--- config.mk ---
export PLATFORM = sky130hd
export DESIGN_NAME = mem_req_ctrl
export DESIGN_NICKNAME = d
export VERILOG_FILES = /design/src/rtl/mem_req_ctrl.sv
export SDC_FILE = /design/constraint.sdc
export NUM_CORES = 1
export LEC_CHECK = 0
export ABC_AREA = 1
export BUFFER_PORTS_ARGS = -buffer_cell sky130_fd_sc_hd__buf_2
export CAP_MARGIN = 30
export CELL_PAD_IN_SITES_DETAIL_PLACEMENT = 1
export CELL_PAD_IN_SITES_GLOBAL_PLACEMENT = 2
export CORE_MARGIN = 3
export CORE_UTILIZATION = 35
export CTS_CLUSTER_SIZE = 8
export DETAILED_ROUTE_END_ITERATION = 6
export HOLD_SLACK_MARGIN = 0.15
export PLACE_DENSITY_LB_ADDON = 0.1
export RECOVER_POWER = 50
export REMOVE_ABC_BUFFERS = 1
export SLEW_MARGIN = 10
export SYNTH_ARGS = -nofsm -noshare
export SYNTH_HDL_FRONTEND = slang
export SYNTH_SLANG_ARGS = --single-unit
--- constraint.sdc ---
create_clock -name clk -period 13.2 [get_ports clk]
set_input_delay 3.3 -clock clk [delete_from_list [all_inputs] [get_ports clk]]
set_output_delay 3.3 -clock clk [all_outputs]
set_load 0.005 [all_outputs]
--- src/rtl/mem_req_ctrl.sv ---
// Queues line read/write requests and plays them one at a time onto the mainmemory strobe port.
// Each request gets exactly one response pulse. Out-of-range addresses and timeouts answer with an error.
module mem_req_ctrl #(
   parameter int FIFO_DEPTH = 4,
   parameter int ADDR_W     = 27,
   parameter int ENTRIES    = 256,
   parameter int TIMEOUT    = 15
) (
   input  logic              clk,
   input  logic              rst_n,
   input  logic              req_valid,
   output logic              req_ready,
   input  logic              req_write,
   input  logic [ADDR_W-1:0] req_addr,
   input  logic [31:0]       req_be,
   input  logic [255:0]      req_wd,
   output logic              rsp_valid,
   output logic              rsp_write,
   output logic              rsp_err,
   output logic [255:0]      rsp_rdata,
   output logic [ADDR_W-1:0] mm_a,
   output logic [31:0]       mm_be,
   output logic [255:0]      mm_wd,
   output logic              mm_read,
   output logic              mm_write,
   input  logic [255:0]      mm_rd,
   input  logic              mm_valid,
   input  logic              mm_ready
);
   localparam int PW = $clog2(FIFO_DEPTH);
   localparam int CW = $clog2(FIFO_DEPTH + 1);
   localparam int TW = $clog2(TIMEOUT + 1);
   localparam logic [CW-1:0]     FULL_CNT = CW'(FIFO_DEPTH);
   localparam logic [TW-1:0]     TMO_LAST = TW'(TIMEOUT - 1);
   localparam logic [ADDR_W-1:0] ENT_LIM  = ADDR_W'(ENTRIES);

   typedef struct packed {
      logic              write;
      logic [ADDR_W-1:0] addr;
      logic [31:0]       be;
      logic [255:0]      wd;
   } req_t;

   typedef enum logic [2:0] {IDLE, SETUP, STROBE, WAIT, RESP} state_t;

   req_t          fifo_q [FIFO_DEPTH];
   req_t          head;
   logic [PW-1:0] wr_ptr_q, rd_ptr_q;
   logic [CW-1:0] cnt_q, cnt_d;
   logic          ready_q;
   logic          push, pop;

   state_t            state_q;
   logic              op_q;
   logic [TW-1:0]     tmo_q;
   logic [ADDR_W-1:0] mm_a_q;
   logic [31:0]       mm_be_q;
   logic [255:0]      mm_wd_q;
   logic              mm_read_q, mm_write_q;
   logic              rsp_valid_q, rsp_write_q, rsp_err_q;
   logic [255:0]      rsp_rdata_q;

   assign head = fifo_q[rd_ptr_q];
   assign push = req_valid & ready_q;
   assign pop  = (state_q == IDLE) && (cnt_q != '0);

   always_comb begin
      cnt_d = cnt_q;
      if (push && !pop)
         cnt_d = cnt_q + 1'b1;
      else if (!push && pop)
         cnt_d = cnt_q - 1'b1;
   end

   always_ff @(posedge clk) begin
      if (push)
         fifo_q[wr_ptr_q] <= '{write: req_write, addr: req_addr, be: req_be, wd: req_wd};
   end

   // ready is the registered not-full flag, held low while in reset
   always_ff @(posedge clk or negedge rst_n) begin
      if (!rst_n) begin
         wr_ptr_q <= '0;
         rd_ptr_q <= '0;
         cnt_q    <= '0;
         ready_q  <= 1'b0;
      end else begin
         if (push)
            wr_ptr_q <= wr_ptr_q + 1'b1;
         if (pop)
            rd_ptr_q <= rd_ptr_q + 1'b1;
         cnt_q   <= cnt_d;
         ready_q <= (cnt_d != FULL_CNT);
      end
   end

   always_ff @(posedge clk or negedge rst_n) begin
      if (!rst_n) begin
         state_q     <= IDLE;
         op_q        <= 1'b0;
         tmo_q       <= '0;
         mm_a_q      <= '0;
         mm_be_q     <= '0;
         mm_wd_q     <= '0;
         mm_read_q   <= 1'b0;
         mm_write_q  <= 1'b0;
         rsp_valid_q <= 1'b0;
         rsp_write_q <= 1'b0;
         rsp_err_q   <= 1'b0;
         rsp_rdata_q <= '0;
      end else begin
         mm_read_q   <= 1'b0;
         mm_write_q  <= 1'b0;
         rsp_valid_q <= 1'b0;
         rsp_write_q <= 1'b0;
         rsp_err_q   <= 1'b0;
         rsp_rdata_q <= '0;
         case (state_q)
            IDLE: begin
               if (cnt_q != '0) begin
                  mm_a_q  <= head.addr;
                  mm_be_q <= head.be;
                  mm_wd_q <= head.wd;
                  op_q    <= head.write;
                  state_q <= SETUP;
               end
            end
            SETUP: begin
               if (mm_a_q >= ENT_LIM) begin
                  rsp_valid_q <= 1'b1;
                  rsp_write_q <= op_q;
                  rsp_err_q   <= 1'b1;
                  state_q     <= RESP;
               end else begin
                  mm_read_q  <= !op_q;
                  mm_write_q <= op_q;
                  state_q    <= STROBE;
               end
            end
            STROBE: begin
               tmo_q   <= '0;
               state_q <= WAIT;
            end
            WAIT: begin
               tmo_q <= tmo_q + 1'b1;
               if (!op_q && mm_valid) begin
                  rsp_valid_q <= 1'b1;
                  rsp_rdata_q <= mm_rd;
                  state_q     <= RESP;
               end else if (op_q && mm_ready) begin
                  rsp_valid_q <= 1'b1;
                  rsp_write_q <= 1'b1;
                  state_q     <= RESP;
               end else if (tmo_q == TMO_LAST) begin
                  rsp_valid_q <= 1'b1;
                  rsp_write_q <= op_q;
                  rsp_err_q   <= 1'b1;
                  state_q     <= RESP;
               end
            end
            RESP:    state_q <= IDLE;
            default: state_q <= IDLE;
         endcase
      end
   end

   assign req_ready = ready_q;
   assign rsp_valid = rsp_valid_q;
   assign rsp_write = rsp_write_q;
   assign rsp_err   = rsp_err_q;
   assign rsp_rdata = rsp_rdata_q;
   assign mm_a      = mm_a_q;
   assign mm_be     = mm_be_q;
   assign mm_wd     = mm_wd_q;
   assign mm_read   = mm_read_q;
   assign mm_write  = mm_write_q;
endmodule

Yosys cells after proc, flatten, opt, wreduce, memory -nomap -nowiden
Memories as Yosys holds them, arrays and structs flattened. A register that Yosys moved wholly into a read port is not among the register bits.
Index checks and enable logic that the tools add are counted.

storage, ports and cells
  RAM bits = 1264
  memories = 1
  register bits after elaboration = 276
  output and inout port bits = 577
  bits of input ports = 577

memories
  memory  words  bits a word  read ports  clocked after Yosys merged registers in  wr ports  RTL line  RTL
  fifo_q  4      316          1           1                                        1         46        req_t fifo_q [FIFO_DEPTH];

operators by class
  add/sub/neg operators = 5
  bitwise logic cells = 1
  $lt $le $gt $ge = 1
  mux-type cells = 30
  reductions and logical operators = 14
  eq/ne operators = 7

operator list
  kind                                                                     number
  256-bit 2-to-1 mux                                                       2
  27-bit by 9-bit >= comparator with 1-bit output (second input constant)  1
  3-bit 2-to-1 mux                                                         7
  1-bit 2-to-1 mux                                                         16
  3-bit one-hot mux with 4 select lines                                    1
  4-bit one-hot mux with 2 select lines                                    1
  3-bit by 2-bit equality test with 1-bit output (second input constant)   2
  1-bit one-hot mux with 2 select lines                                    3
  1-bit logical AND                                                        5
  2-bit by 1-bit adder with 2-bit output (second input constant)           2
  4-bit by 1-bit adder with 4-bit output (second input constant)           1
  4-bit equality test (second input constant)                              1
  1-bit zero test                                                          4
  4-bit != test (second input constant)                                    1
  2-bit AND reduction                                                      2
  3-bit by 1-bit adder with 3-bit output (second input constant)           1
  3-bit by 1-bit equality test with 1-bit output (second input constant)   1
  3-bit zero test                                                          1
  3-bit != test (second input constant)                                    1
  3-bit nonzero test                                                       1
  3-bit by 1-bit subtractor with 3-bit output (second input constant)      1
  2-bit by 1-bit != test with 1-bit output (second input constant)         1
  2-bit nonzero test                                                       1
  1-bit bitwise AND                                                        1

Longest topological paths before layout
Gate-level depths: netlist of run 1.

  word-level depth = 6
  mapped depth = 10
  depth with buffers taken out = 10

Worst setup path before layout of run 1
No wires, ideal clock.

  path kind = input to register
  from = input port req_valid
  to = memory fifo_q[0][0] in the netlist's numbering (enable)
  stages on the path = 2
  slack = -4.361 ns
  arrival = 16.560 ns
  library setup time = 1.002 ns
  data required time = 12.198 ns
  cell sequence = nand2_1 > nor2_1

between the ends
  word-level cells in the longest chain between the ends = 3

ends and longest elaborated chain
  what                                    RTL line  RTL
  start: declaration                      11        input logic req_valid,
  1-bit bitwise AND                       64        assign push = req_valid & ready_q;
  1-bit 2-to-1 mux                        76        if (push)
  1-bit 2-to-1 mux (implied by the code)  77        fifo_q[wr_ptr_q] <= '{write: req_write, addr: req_addr, be: req_be, wd: req_wd};
  end: declaration                        46

Every way passes these cells.

==> impl_metrics.ini, run 1 <==
[logic_synthesis]
synth-simple-area-share = 0.102
ys_seq_elements = 1856
synth_cells = 5008
yosys.area_share.adder = 0.00165
synth_compound_area_frac = 0.0544
yosysSeqAreaShare = 0.774
synthXorXnorAreaFrac = 0.000771
synth_mux_area_frac = 0.0451
synth_cell_types = 23
syn_area_mm2 = 0.0682
synth_warnings = 0
synth_top_family_by_area = simple AND/OR/NAND/NOR gates
avgSynthCellArea_um2 = 13.6

[cts]
ctsResizeCount = 0
cts_setup_buffers = 0
cts_buffers = 282
hold_buffers = 0
clkLatencyLatePin_ns = 0.89
tritoncts = done
clock_sinks = 1856
path_clk_slew_ns = 0.05
clockRootBuffer = clkbuf_16
cts_buffer_depth = 4
htreeDepth = 5

[timing]
slew_headroom = -2.70
post-route-period-util = 0.644
fin_skew_ns = 0.0427
grt_setup_unrepaired = false
fmax_mhz = 118
period_needed_ns = 8.51
hold_viol = 0
tightest_slew_ns = 5.56
whs_ns = 0.462
setup-violations-final = 0
final_max_slew_viol_count = 810
fin_tns_setup_ns = 0

[floorplan]
start_util = 0.353
io_pins = 1154
die_area_mm2 = 0.200
die_h_um = 447
die_x_um = 447
rows = 161
core_mm2 = 0.193

[final_layout]
drive_gt1_frac = 0.186
fillers = 20200
stdcell_area_mm2 = 0.0841
regArea_mm2 = 0.0528
multiInputGateArea_mm2 = 0.0139
fin_util = 0.435
area_growth_syn_to_layout_pct = 23.4
final_nets = 6795

[pwr]
p_per_area_mw_per_mm2 = 239
ir_drop_mv = 0.173
clock_power_share = 0.325
seqPwrFrac = 0.404
p_int_mw = 13.4
p_leak_nw = 34.4
pwr-share-comb = 0.271
p_switching_mw = 6.73
switching_share = 0.335

[hold_path]
min_path_cells = 1
hold_class = flip-flop to flip-flop
min_to = mm_read
hold_start = op_q

[worst_setup_path]
r2r_slack_ns = 4.69
reg2reg_from = rd_ptr_q[0]
setup.worst_path.start = rd_ptr_q[0]
start_kind = flip-flop
crit_required_ns = 14.01
crit_type = flip-flop to flip-flop
crit_arrival_ns = 9.32
r2r-end = mm_wd[123]
worstRegToRegCells = 6
cp_max_fo = 66
end_kind = flip-flop

[grt]
grt_overflow = 0
grt_pass1_wl_mm = 330
globalRouteTotalUtil = 0.227
grt_pass1_vias = 46000
grt_max_degree = 173
antenna_found_initial = 128

[route]
drtAntennaViolNets = 0
finalWirelength_mm = 234
drt_iter0_markers = 2602
firstDrtPassIters = 5
avgRoutedWirePerCell_um = 26.1
vias_per_cell = 4.96
vias = 44500
drc = 0

[placed_design]
placed_cell_area_mm2 = 0.0764
gp_congestion = 0.848
port_buffers = 1153
hpwl_mm = 152

[status]
status = finished, violations left
violations = capacitance limit, slew limit

[flow_run]
drv_cap = 15
-- state kept, by name (all words and copies together), names as in the netlist, 3 cells and up --
name / count
fifo_q: 1264
state_q: 3
mm_wd: 256
cnt_q: 3
mm_a: 27
mm_be: 32
tmo_q: 4
rsp_rdata: 256
-- final cells by class --
cell class              instances  area share
diodes                         51     0.00152
well taps                    2526      0.0376
multi-input cells            2821       0.165
clock buffers                 455      0.0935
inverters                      28     0.00135
repair buffers               1220      0.0725
clock inverters                 6     0.00106
flip-flops and latches       1856       0.627
-- power by group through the flow --
stage / Combinational [mW] / Clock [mW] / Sequential, mW
after global placement: 5.48 / 0 / 8.21
after CTS: 5.60 / 6.71 / 8.15
after detailed placement: 5.57 / 0 / 8.24
after global routing: 6.15 / 6.98 / 8.24
final: 5.45 / 6.53 / 8.13
after floorplan: 4.10 / 0 / 8.86
-- synth_stat cells, drive strengths merged --
cell type  instances  share of area
nor3               1       0.000073
o31ai              1        0.00011
nand3             12        0.00088
nor2             606          0.033
nand2           1209          0.067
xnor2              2        0.00026
o22ai            307          0.028
xor2               4        0.00051
buf              175          0.014
dfrtp            592           0.22
inv               28         0.0015
mux2i            307          0.045
a21oi              3        0.00022
ha                 9         0.0017
edfxtp          1264           0.56
nor3b              5        0.00055
o21ai            353          0.026
clkbuf           128         0.0070
nand4              2        0.00018
-- placed cells by master (no fill, tap or decap), types with 2 or more instances in the layout --
cell       netlist  final
xor2_1           4      4
mux2i_1        307    307
a21oi_1          3      3
inv_1           27     26
nor3b_1          5      5
o22ai_1        307    307
nor2_1         606    605
dfrtp_1        592    591
clkbuf_16        0    289
o21ai_0        353    353
inv_6            0      3
clkinv_8         0      2
nand3_1         12     11
xnor2_1          2      2
clkbuf_1       128    499
edfxtp_1      1264   1264
buf_4           38     31
nand2_1       1209   1209
buf_12           0     12
diode_2          0     51
nand4_1          2      2
ha_1             9      9
buf_16           0      7
buf_2          124    836
-- worst max path at each step --
stage	end	depth (start not counted)	slack [ns]
after global routing	mm_wd[123]	6	3.83
final	mm_wd[123]	6	4.69
after floorplan	mm_a[11]	5	-13.77
after detailed placement	fifo_q[3][188]	5	6.33
after CTS	fifo_q[3][79]	5	7.29
after global placement	fifo_q[3][90]	5	6.35
-- per-stage QoR --
step / setup slack, ns / total power, mW / std cells
6_report: 4.69 / 20.1 / 8963
5_1_grt: 3.83 / 21.4 / 8941
4_1_cts: 7.29 / 20.5 / 8903
3_5_place_dp: 6.33 / 13.8 / 8442
3_3_place_gp: 6.35 / 13.7 / 8438
2_1_floorplan: -13.77 / 13.0 / 4705
-- worst max-delay path, stage by stage (launching register included) --
cell	delay, ns
dfrtp_1	1.93
clkbuf_1	2.38
clkbuf_1	2.96
o21ai_0	0.51
o22ai_1	0.34
nand2_1	0.13
nand2_1	0.09
-- routing by layer --
| layer | track usage | part of all wire |
|---|---|---|
| met1 | 0.247 | 0.36 |
| met2 | 0.397 | 0.51 |
| met3 | 0.0623 | 0.062 |
| met4 | 0.132 | 0.061 |
| met5 | 0 | 0.0018 |
-- logic make-up after synthesis --
family	after synthesis
DFF	1856
and+or+nand+nor	1835
muxes	307
buffers and inverters	331
AOI/OAI and AO/OA	664
adders and majority gates	9
xor gates and xnor gates	6
Note: power is estimated with default switching activity, not from simulation.
==> inputs of run 2 (changes only) <==
clock period = 8.01 ns   (was 13.2 ns; I/O delays follow)
==> impl_metrics.ini, run 2 (same netlist as run 1, synthesis figures left out) <==
[cts]
cts_setup_buffers = 0
clockRootBuffer = clkbuf_16
path_clk_slew_ns = 0.05
ctsResizeCount = 0
cts_buffer_depth = 4
clock_sinks = 1856
tritoncts = done
hold_buffers = 0
htreeDepth = 5
cts_buffers = 282
clkLatencyLatePin_ns = 0.90

[grt]
grt_pass1_wl_mm = 329
grt_max_degree = 178
antenna_found_initial = 129
globalRouteTotalUtil = 0.227
grt_overflow = 0
grt_pass1_vias = 45500

[final_layout]
final_cell_mix = edfxtp_1 (1,264), nand2_1 (1,209), buf_2 (835), nor2_1 (604), dfrtp_1 (591)
drive_gt1_frac = 0.187
final_nets = 6785
area_growth_syn_to_layout_pct = 23.2
largest_reg_flops = 1264
largest_register = fifo_q
layout_commonest_cell = edfxtp_1

[timing]
post-route-period-util = 0.645
setup_slack_ns = 2.84
fin_skew_ns = 0.0419
slew_headroom = -1.77
whs_ns = 0.469
fmax_mhz = 194
tightest_slew_ns = 4.16
grt_setup_unrepaired = false
final_max_slew_viol_count = 353
fin_tns_setup_ns = 0
hold_viol = 0
setup-violations-final = 0
period_needed_ns = 5.17

[pwr]
p_switching_mw = 11.1
seqPwrFrac = 0.404
p_leak_nw = 34.4
pwr-share-comb = 0.272
clock_power_share = 0.325
ir_drop_mv = 0.317
switching_share = 0.336
p_per_area_mw_per_mm2 = 392
p_int_mw = 21.9
fin_total_pwr_mw = 33.0

[status]
status = finished, violations left
violations = capacitance limit, slew limit

[route]
avgRoutedWirePerCell_um = 26.1
drt_iter0_markers = 2795
vias = 44300
drtAntennaViolNets = 0
firstDrtPassIters = 5
drc = 0
finalWirelength_mm = 234
vias_per_cell = 4.95

[placed_design]
pre_cts_ws_ns = 3.03
port_buffers = 1153
hpwl_mm = 150
gp_congestion = 0.816

[floorplan]
die_x_um = 447
die_area_mm2 = 0.200
start_util = 0.353
die_h_um = 447
core_mm2 = 0.193
io_pins = 1154
rows = 161

[hold_path]
hold_class = flip-flop to flip-flop

[flow_run]
drv_cap = 6

[worst_setup_path]
crit_arrival_ns = 5.87
start_kind = flip-flop
cp_max_fo = 129
crit_required_ns = 8.72
end_kind = flip-flop
crit_type = flip-flop to flip-flop
[run 2: changes by cell type in the layout (fill, tap and decap cells not counted), sizes merged]
| cell | delta |
|---|---|
| buf | +4 |
| bufinv | -1 |
| clkbuf | -27 |
| diode | +7 |
| inv | +1 |
[run 2: path summary, 6_finish.rpt]
path | from | endpoint | slack, ns | depth (start not counted)
min in group asynchronous | rst_n | mm_wd[120] | 2.57 | 1
min reg2reg | mm_wd[188] | mm_wd[188] | 0.47 | 2
max | state_q[1] | rsp_rdata[139] | 2.84 | 5
max in group asynchronous | rst_n | rsp_rdata[101] | 3.01 | 3
min | mm_wd[188] | mm_wd[188] | 0.47 | 2
max reg2reg | state_q[1] | rsp_rdata[139] | 2.84 | 5
[run 2: layer usage]
metal,global-route usage,vias to the layer above,wire [µm]
met3,0.0591,554,13400
met4,0.111,52,11900
met5,0,-,365
met2,0.409,1212,122000
li1,-,20000,-
met1,0.246,22400,85600
[run 2: power groups by stage]
stage          Clock, mW  Combinational [mW]  Sequential [mW]
5_1_grt             11.4                10.1             13.5
2_1_floorplan          0                5.40             14.4
3_5_place_dp           0                9.23             13.5
3_3_place_gp           0                9.11             13.5
4_1_cts             11.0                9.29             13.4
6_report            10.7                8.96             13.3
[run 2: critical path, cell delays in order, from the launching register on]
cell,delay [ns]
dfrtp_1,0.40
nand3_1,0.51
clkinvlp_2,1.61
clkbuf_2,1.75
nand2_1,0.51
nor2_1,0.07
[run 2: layout make-up]
cell class,instances,area [µm²]
antenna,58,145
clock buffer,442,7840
clock inverter,6,56.3
fill,20300,109000
inverter,28,114
multi-input combinational,2821,13900
sequential,1856,52800
tap,2526,3160
timing repair buffer,1210,6080
[run 2: metrics by stage]
stage | cells | cell area (µm²) | util
floorplan | 4705 | 66800 | -
global placement | 8437 | 76400 | 0.396
detailed placement | 8439 | 76500 | 0.396
CTS | 8887 | 84300 | 0.437
global route | 8920 | 84000 | 0.435
finish | 8947 | 84100 | 0.435
